<file path="config.mk">
export PLATFORM = sky130hd
export DESIGN_NAME = fetch_stage
export DESIGN_NICKNAME = d
export VERILOG_FILES = /design/src/rtl/fetch_stage.sv
export SDC_FILE = /design/constraint.sdc
export NUM_CORES = 1
export LEC_CHECK = 0
export ABC_AREA = 1
export BUFFER_PORTS_ARGS = -buffer_cell sky130_fd_sc_hd__buf_2
export CAP_MARGIN = 20
export CORE_ASPECT_RATIO = 0.5
export CORE_MARGIN = 1
export CORE_UTILIZATION = 44
export CTS_CLUSTER_DIAMETER = 60
export CTS_CLUSTER_SIZE = 20
export DETAILED_ROUTE_END_ITERATION = 10
export PLACE_DENSITY = 0.76
export REMOVE_ABC_BUFFERS = 1
export SYNTH_ARGS = -nofsm -noshare
export SYNTH_HDL_FRONTEND = slang
export SYNTH_SLANG_ARGS = --single-unit
</file>
<file path="constraint.sdc">
create_clock -name clock -period 1.4 [get_ports clock]
set_clock_uncertainty 0.2 [all_clocks]
set_input_delay 0.14 -clock clock [delete_from_list [all_inputs] [get_ports clock]]
set_output_delay 0.14 -clock clock [all_outputs]
set_load 0.02 [all_outputs]
</file>
<file path="src/rtl/fetch_stage.sv">
// Instruction-fetch stage with IF/ID pipeline register; resolves j/jal locally, takes execute redirects.
// Optional FETCH_PERF_EN adds saturating fetch/bubble performance counters.
module fetch_stage #(
  parameter int unsigned PC_W = 12
) (
  input  logic            clock,
  input  logic            reset,
  input  logic            stall,
  input  logic            ex_redirect,
  input  logic [PC_W-1:0] ex_target,
  input  logic [31:0]     imem_q,
  output logic [PC_W-1:0] imem_addr,
  output logic [31:0]     ifid_insn,
  output logic [PC_W-1:0] ifid_pc_plus1,
  output logic [4:0]      ifid_op,
  output logic            ifid_valid
`ifdef FETCH_PERF_EN
  ,
  output logic [31:0]     perf_fetched,
  output logic [31:0]     perf_bubbles
`endif
);

  localparam logic [PC_W-1:0] PcOne = {{(PC_W-1){1'b0}}, 1'b1};
  localparam logic [4:0]      OpJ   = 5'b00001;
  localparam logic [4:0]      OpJal = 5'b00011;

  logic [PC_W-1:0] pc_q, pc_d;
  logic [31:0]     insn_q, insn_d;
  logic [PC_W-1:0] pc1_q, pc1_d;
  logic            valid_q, valid_d;
  logic [PC_W-1:0] pc_inc;
  logic            dj;
  logic            take_fetch;
  logic            take_bubble;

  assign pc_inc = pc_q + PcOne;
  assign dj     = valid_q & ((insn_q[31:27] == OpJ) | (insn_q[31:27] == OpJal));

  // Priority mux: redirect > stall > direct jump > sequential fetch.
  always_comb begin
    pc_d        = pc_q;
    insn_d      = insn_q;
    pc1_d       = pc1_q;
    valid_d     = valid_q;
    take_fetch  = 1'b0;
    take_bubble = 1'b0;
    if (ex_redirect) begin
      pc_d        = ex_target;
      insn_d      = 32'h0;
      valid_d     = 1'b0;
      take_bubble = 1'b1;
    end else if (stall) begin
      // hold everything; a pending direct jump waits for the stall to clear
    end else if (dj) begin
      pc_d        = insn_q[PC_W-1:0];
      insn_d      = 32'h0;
      valid_d     = 1'b0;
      take_bubble = 1'b1;
    end else begin
      pc_d       = pc_inc;
      insn_d     = imem_q;
      pc1_d      = pc_inc;
      valid_d    = 1'b1;
      take_fetch = 1'b1;
    end
  end

  always_ff @(posedge clock) begin
    if (reset) begin
      pc_q    <= '0;
      insn_q  <= '0;
      pc1_q   <= '0;
      valid_q <= 1'b0;
    end else begin
      pc_q    <= pc_d;
      insn_q  <= insn_d;
      pc1_q   <= pc1_d;
      valid_q <= valid_d;
    end
  end

  assign imem_addr     = pc_q;
  assign ifid_insn     = insn_q;
  assign ifid_pc_plus1 = pc1_q;
  assign ifid_op       = insn_q[31:27];
  assign ifid_valid    = valid_q;

`ifdef FETCH_PERF_EN
  logic [31:0] fetched_q, bubbles_q;

  always_ff @(posedge clock) begin
    if (reset) begin
      fetched_q <= '0;
      bubbles_q <= '0;
    end else begin
      if (take_fetch && (fetched_q != 32'hFFFF_FFFF)) begin
        fetched_q <= fetched_q + 32'd1;
      end
      if (take_bubble && (bubbles_q != 32'hFFFF_FFFF)) begin
        bubbles_q <= bubbles_q + 32'd1;
      end
    end
  end

  assign perf_fetched = fetched_q;
  assign perf_bubbles = bubbles_q;
`else
  logic unused_perf;
  assign unused_perf = take_fetch ^ take_bubble;
`endif

endmodule
</file>
Word-level counts from Yosys, hierarchy flattened
Cells that the tools add are included.

word-level totals
  bits in registers = 57
  output and inout bits = 62
  input bits = 48

cells by class
  bitwise gates (word level) = 5
  reductions and logical operators = 2
  equality and inequality tests = 3
  mux-type cells = 5
  $add $sub $neg = 1

operators with widths
  kind                                                             count
  12-bit 2-to-1 mux                                                3
  32-bit 2-to-1 mux                                                1
  12-bit by 1-bit adder with 12-bit output, second input constant  1
  5-bit by 1-bit == test with 1-bit output, second input constant  1
  5-bit by 2-bit == test with 1-bit output, second input constant  1
  1-bit NOT                                                        3
  3-bit AND reduction                                              1
  2-bit by 1-bit != test with 1-bit output, second input constant  1
  2-bit OR reduction                                               1
  1-bit AND                                                        1
  1-bit 2-to-1 mux                                                 1
  1-bit OR                                                         1

Longest topological paths before layout
  depth after elaboration = 6
  gate-level depth with buffers = 9
  gate-level depth less buffers = 9

Worst setup path before layout
OpenSTA, ideal clock, no wires.

  path type = register to register
  from = reg pc_q[1] (netlist: imem_addr[1])
  to = reg pc_q[10] (netlist: imem_addr[10])
  clock period less this slack = 1.570 ns
  buffers on the path = 0
  arrival = 1.300 ns
  cell stages (with the launch flop) = 8
  setup slack = -0.170 ns
  required time = 1.130 ns
  cells stage by stage = dfxtp_1 > ha_1 > nand2_1 > nor2_1 > nand2_1 > nand2_1 > nand3_1 > a21oi_1

between the ends
  longest elaborated chain between the ends = 4

ends and longest elaborated chain
  item                                      RTL line  source
  start, declared                           28        logic [PC_W-1:0] pc_q, pc_d;
  start signal, assigned                    76        pc_q <= pc_d;
  12-bit by 1-bit adder with 12-bit output  37        assign pc_inc = pc_q + PcOne;
  12-bit 2-to-1 mux                         55        end else if (dj) begin
  12-bit 2-to-1 mux                         53        end else if (stall) begin
  12-bit 2-to-1 mux                         48        if (ex_redirect) begin

Every way passes these cells. The select of a mux whose other input is x is not followed.
A chain may end at the register's enable or synchronous reset.

Worst setup path after layout
  from = reg insn_q[30] (netlist: ifid_insn[30])
  to = reg pc_q[5] (netlist: imem_addr[5])

between the ends
  longest elaborated chain between the ends = 6
  elaborated cells between the ends (all ways) = 7
  those cells by class = eq/ne (2); mux (3); bitwise (2)

ends and longest elaborated chain
  item                                                                                                         RTL line  source
  start, declared                                                                                              29        logic [31:0] insn_q, insn_d;
  start signal, assigned                                                                                       77        insn_q <= insn_d;
  5-bit by 1-bit == test with 1-bit output / 5-bit by 2-bit == test with 1-bit output (equally long branches)  38        assign dj = valid_q & ((insn_q[31:27] == OpJ) | (insn_q[31:27] == OpJal));
  1-bit OR (*)                                                                                                 38
  1-bit AND (*)                                                                                                38
  12-bit 2-to-1 mux (*)                                                                                        55
  12-bit 2-to-1 mux (*)                                                                                        53
  12-bit 2-to-1 mux (*)                                                                                        48

Mark *: on every way between the ends. The rest lies on a longest branch, timed or not. The select of a mux whose other input is x is not followed.

==> metrics.sh <==
NUMBER_OF_CORE_ROWS=19
MET2_USAGE_PCT=55.2
DRV.MAX_CAP_VIOLATION_COUNT=0
CELLPOWERDENSITY_nW_PER_UM2=1050
PLACE.GP.CONGESTION=0.878
GRT_PASS1_WL_MM=16.0
GLOBAL_ROUTE.OVERFLOW_TOTAL=0
AREA_GROWTH_SYN_TO_LAYOUT_PCT=64.2
LARGEST_FANOUT_OF_ANY_NET_ON_THE_CRITICAL_PATH=3
CTS_NUM_SINKS=57
SYNTH-SEQ-AREA-SHARE_PCT=41.3
DESIGN.FINAL.NETS=632
CLOCK.FMAX_GHz=0.641
DIE_WIDTH_UM=114
CTS_BUFFERS=9
MAX-SLEW-MARGIN-REL_PCT=79.1
TNS_NS=-1.62
WORST_SKEW_PAIR.LATE_LATENCY_NS=0.33
CLOCK_TREE.ROOT_CELL='clkbuf_16'
SYNTHCELLS=405
GRTUSAGEMET3_PCT=7.95
MIN-DELAY-PATH-CLASS='in2reg'
WORST_SETUP_HOLD_PATH_CLK_SLEW_NS=0.05
DIE_Y_UM=58.0
GLOBALROUTE.BUSIESTLAYER='met2'
GRT_USE_MET1_PCT=35.7
IOPINCOUNT=110
VIOLATIONS='negative setup slack'
TOTAL_OF_FILL_CELLS_IN_THE_FINISHED_DESIGN=359
VIA_COUNT_OF_THE_FIRST_GLOBAL_ROUTING_PASS=3432
MULTIINPUTGATEAREA_SQ_UM=1420
FINAL_UTIL_PCT=78.9
DETAIL_ROUTE.WL_PER_CELL_UM=16.9
DESIGN.DIE.AREA_SQ_UM=6620
WORST_SETUP_PATH_START_KIND='flop'
CP_DATA_REQUIRED_TIME_NS=1.40
YOSYS.AREA.TOP_TYPE='dfxtp_1'
ANTENNA_LEFT=0
SYNTHDISTINCTLIBCELLS=19
GRT_START_MAX_NET_PINS=34
ANTENNA-DIODE-COUNT=0
WORSTSETUPENDPOINTTYPE='flop'
SYNTH.AREA.TOP_CELLS='dfxtp_1, nand2_1, nand3_1'
INITIAL_UTILIZATION_PCT=48.0
REPORT.FINAL.SETUP_VIOL=25
GRT_ANTENNA_BEFORE_REPAIR=0
PLACED_AREA_SQ_UM=3530
SETUP_CRIT_PATH_KIND='reg2reg'
OUTCOME='complete, but fails checks'
LAYOUT_SETUP_WS_NS=-0.160
SYNTHDOMINANTCELLAREASHARE_PCT=41.3
HOLD_VIOLATIONS=0
WORST_IR_DROP_VDD_mV=0.720
DETAIL_ROUTE.FIRST_PASS.ITERATIONS=8
DP_WIRELENGTH_MM=5.55
DRTITER0DRC=389
REGAREA_SQ_UM=1160
DPL_WORST_SLACK_NS=-0.117
CRIT_ARRIVAL_NS=1.56
SYNTH_SEQ_CELLS=57
TIGHTESTPINTRANSITION_NS=0.311
VIAS_PER_CELL=5.45
GRT_USAGE_PCT=31.4
IO_BUFFERS=109
CTSHTREEMAXLEVEL=3
FINALWIRELENGTH_MM=11.4
DRC=0
NUM_VIAS=3662
MAX_CLOCK_BUF_DEPTH=2
DRIVE_GT1_SHARE_PCT=37.4
YOSYS_WARNINGS=0
TIMING_MAX_TRANSITION_VIOLATIONS_FINAL=0
FP.COREAREA_SQ_UM=5750
LEAKAGE_POWER_nW=2.18
FINAL_DESIGN_AREA_NO_FILL_SQ_UM=4540
CLOCK_TREE_FROM_TRITONCTS='yes'
MAPPEDNETLISTAREA_SQ_UM=2760
TIMING.FINAL.CRIT_PERIOD_NS=1.56
UNREPAIRED_SETUP_ENDPOINTS_AFTER_GLOBAL_ROUTING='yes'
FINALCRITPERIODSHARE_PCT=111
WORST-R2R-SETUP-SLACK_NS=-0.16
AVGSYNTHCELLAREA_SQ_UM=6.82
WHS_NS=0.0342
-- report_power, final --
part / switching [mW] / internal [mW] / total, mW
logic: 0.461 / 0.366 / 0.828
registers: 0.0654 / 1.70 / 1.76
clock network: 0.763 / 1.42 / 2.18
-- logic make-up (layout without fill, tap and decap cells) --
| group | Yosys count | in the layout | synth area share, % |
|---|---|---|---|
| and+or+nand+nor | 207 | 207 | 33.0 |
| buffers and inverters | 72 | 255 | 12.8 |
| AOI/OAI and AO/OA | 67 | 67 | 12.2 |
| DFF | 57 | 57 | 41.3 |
| adders and majority gates | 1 | 1 | 0.453 |
| xor gates and xnor gates | 1 | 1 | 0.317 |
-- through the flow --
stage	cells	power [mW]
floorplan	379	2.08
global placement	608	2.38
detailed placement	608	2.39
CTS	670	4.66
global route	672	4.93
finish	672	4.77
-- critical path, stage by stage (launching register included) --
cell and delay, ns:
dfxtp_2 0.32, buf_4 0.14, nor2_2 0.16, buf_4 0.15, nand3_1 0.11, nand2_1 0.14
inv_1 0.09, nand2_1 0.06, a21oi_1 0.05
-- cells in the mapped netlist, drive strengths merged --
| cell type | number |
|---|---|
| a31oi | 1 |
| inv | 46 |
| o21ai | 18 |
| buf | 25 |
| nand3 | 58 |
| a21oi | 48 |
| ha | 1 |
| clkbuf | 1 |
| xnor2 | 1 |
| nor2 | 36 |
| nand4 | 2 |
| dfxtp | 57 |
| nand2 | 111 |
-- flip-flops by register name, summed over array words and instances (netlist names) --
| name | cells |
|---|---|
| imem_addr | 12 |
| ifid_insn | 32 |
| ifid_valid | 1 |
| ifid_pc_plus1 | 12 |
-- layout by cell type (no fill, tap or decap), drive strengths merged, types with 2 or more instances in the layout --
cell         synthesis  final
o21ai               18     18
nand3               58     58
clkinvlp             0      2
inv                 46     46
nand2              111    111
nand4                2      2
dfxtp               57     57
clkbuf               1     11
buf                 25    153
clkinv               0      2
dlygate4sd3          0     40
nor2                36     36
a21oi               48     48
-- timing repair --
item | CTS | global route
pin swaps | 11 | 10
gates resized for setup | 31 | 45
setup endpoints to repair | 25 | 60
cloned | 1 | 0
hold endpoints to repair | 40 | 0
hold buffers | 40 | 0
buffers inserted | 5 | 2
-- layer usage --
metal / up-vias / share of wire [%]
met4: 0 / 5.2
met3: 71 / 9.5
met1: 1651 / 38
li1: 1649 / -
met2: 291 / 47
met5: - / 0
-- path summary, 6_finish.rpt --
check,start,to,depth (start not counted)
max,ifid_insn[30],imem_addr[5],8
min,ex_target[0],imem_addr[0],5
max reg2reg,ifid_insn[30],imem_addr[5],8
min reg2reg,ifid_insn[16],ifid_insn[16],2
-- layout make-up --
type                       count  share of cell area (%)
clock buffer                  11                    5.35
clock inverter                 5                    1.21
inverter                      46                    3.80
multi-input combinational    276                    31.2
sequential                    57                    25.5
tap                           84                    2.32
timing repair buffer         193                    30.6
Power figures use the tool's default switching activity.
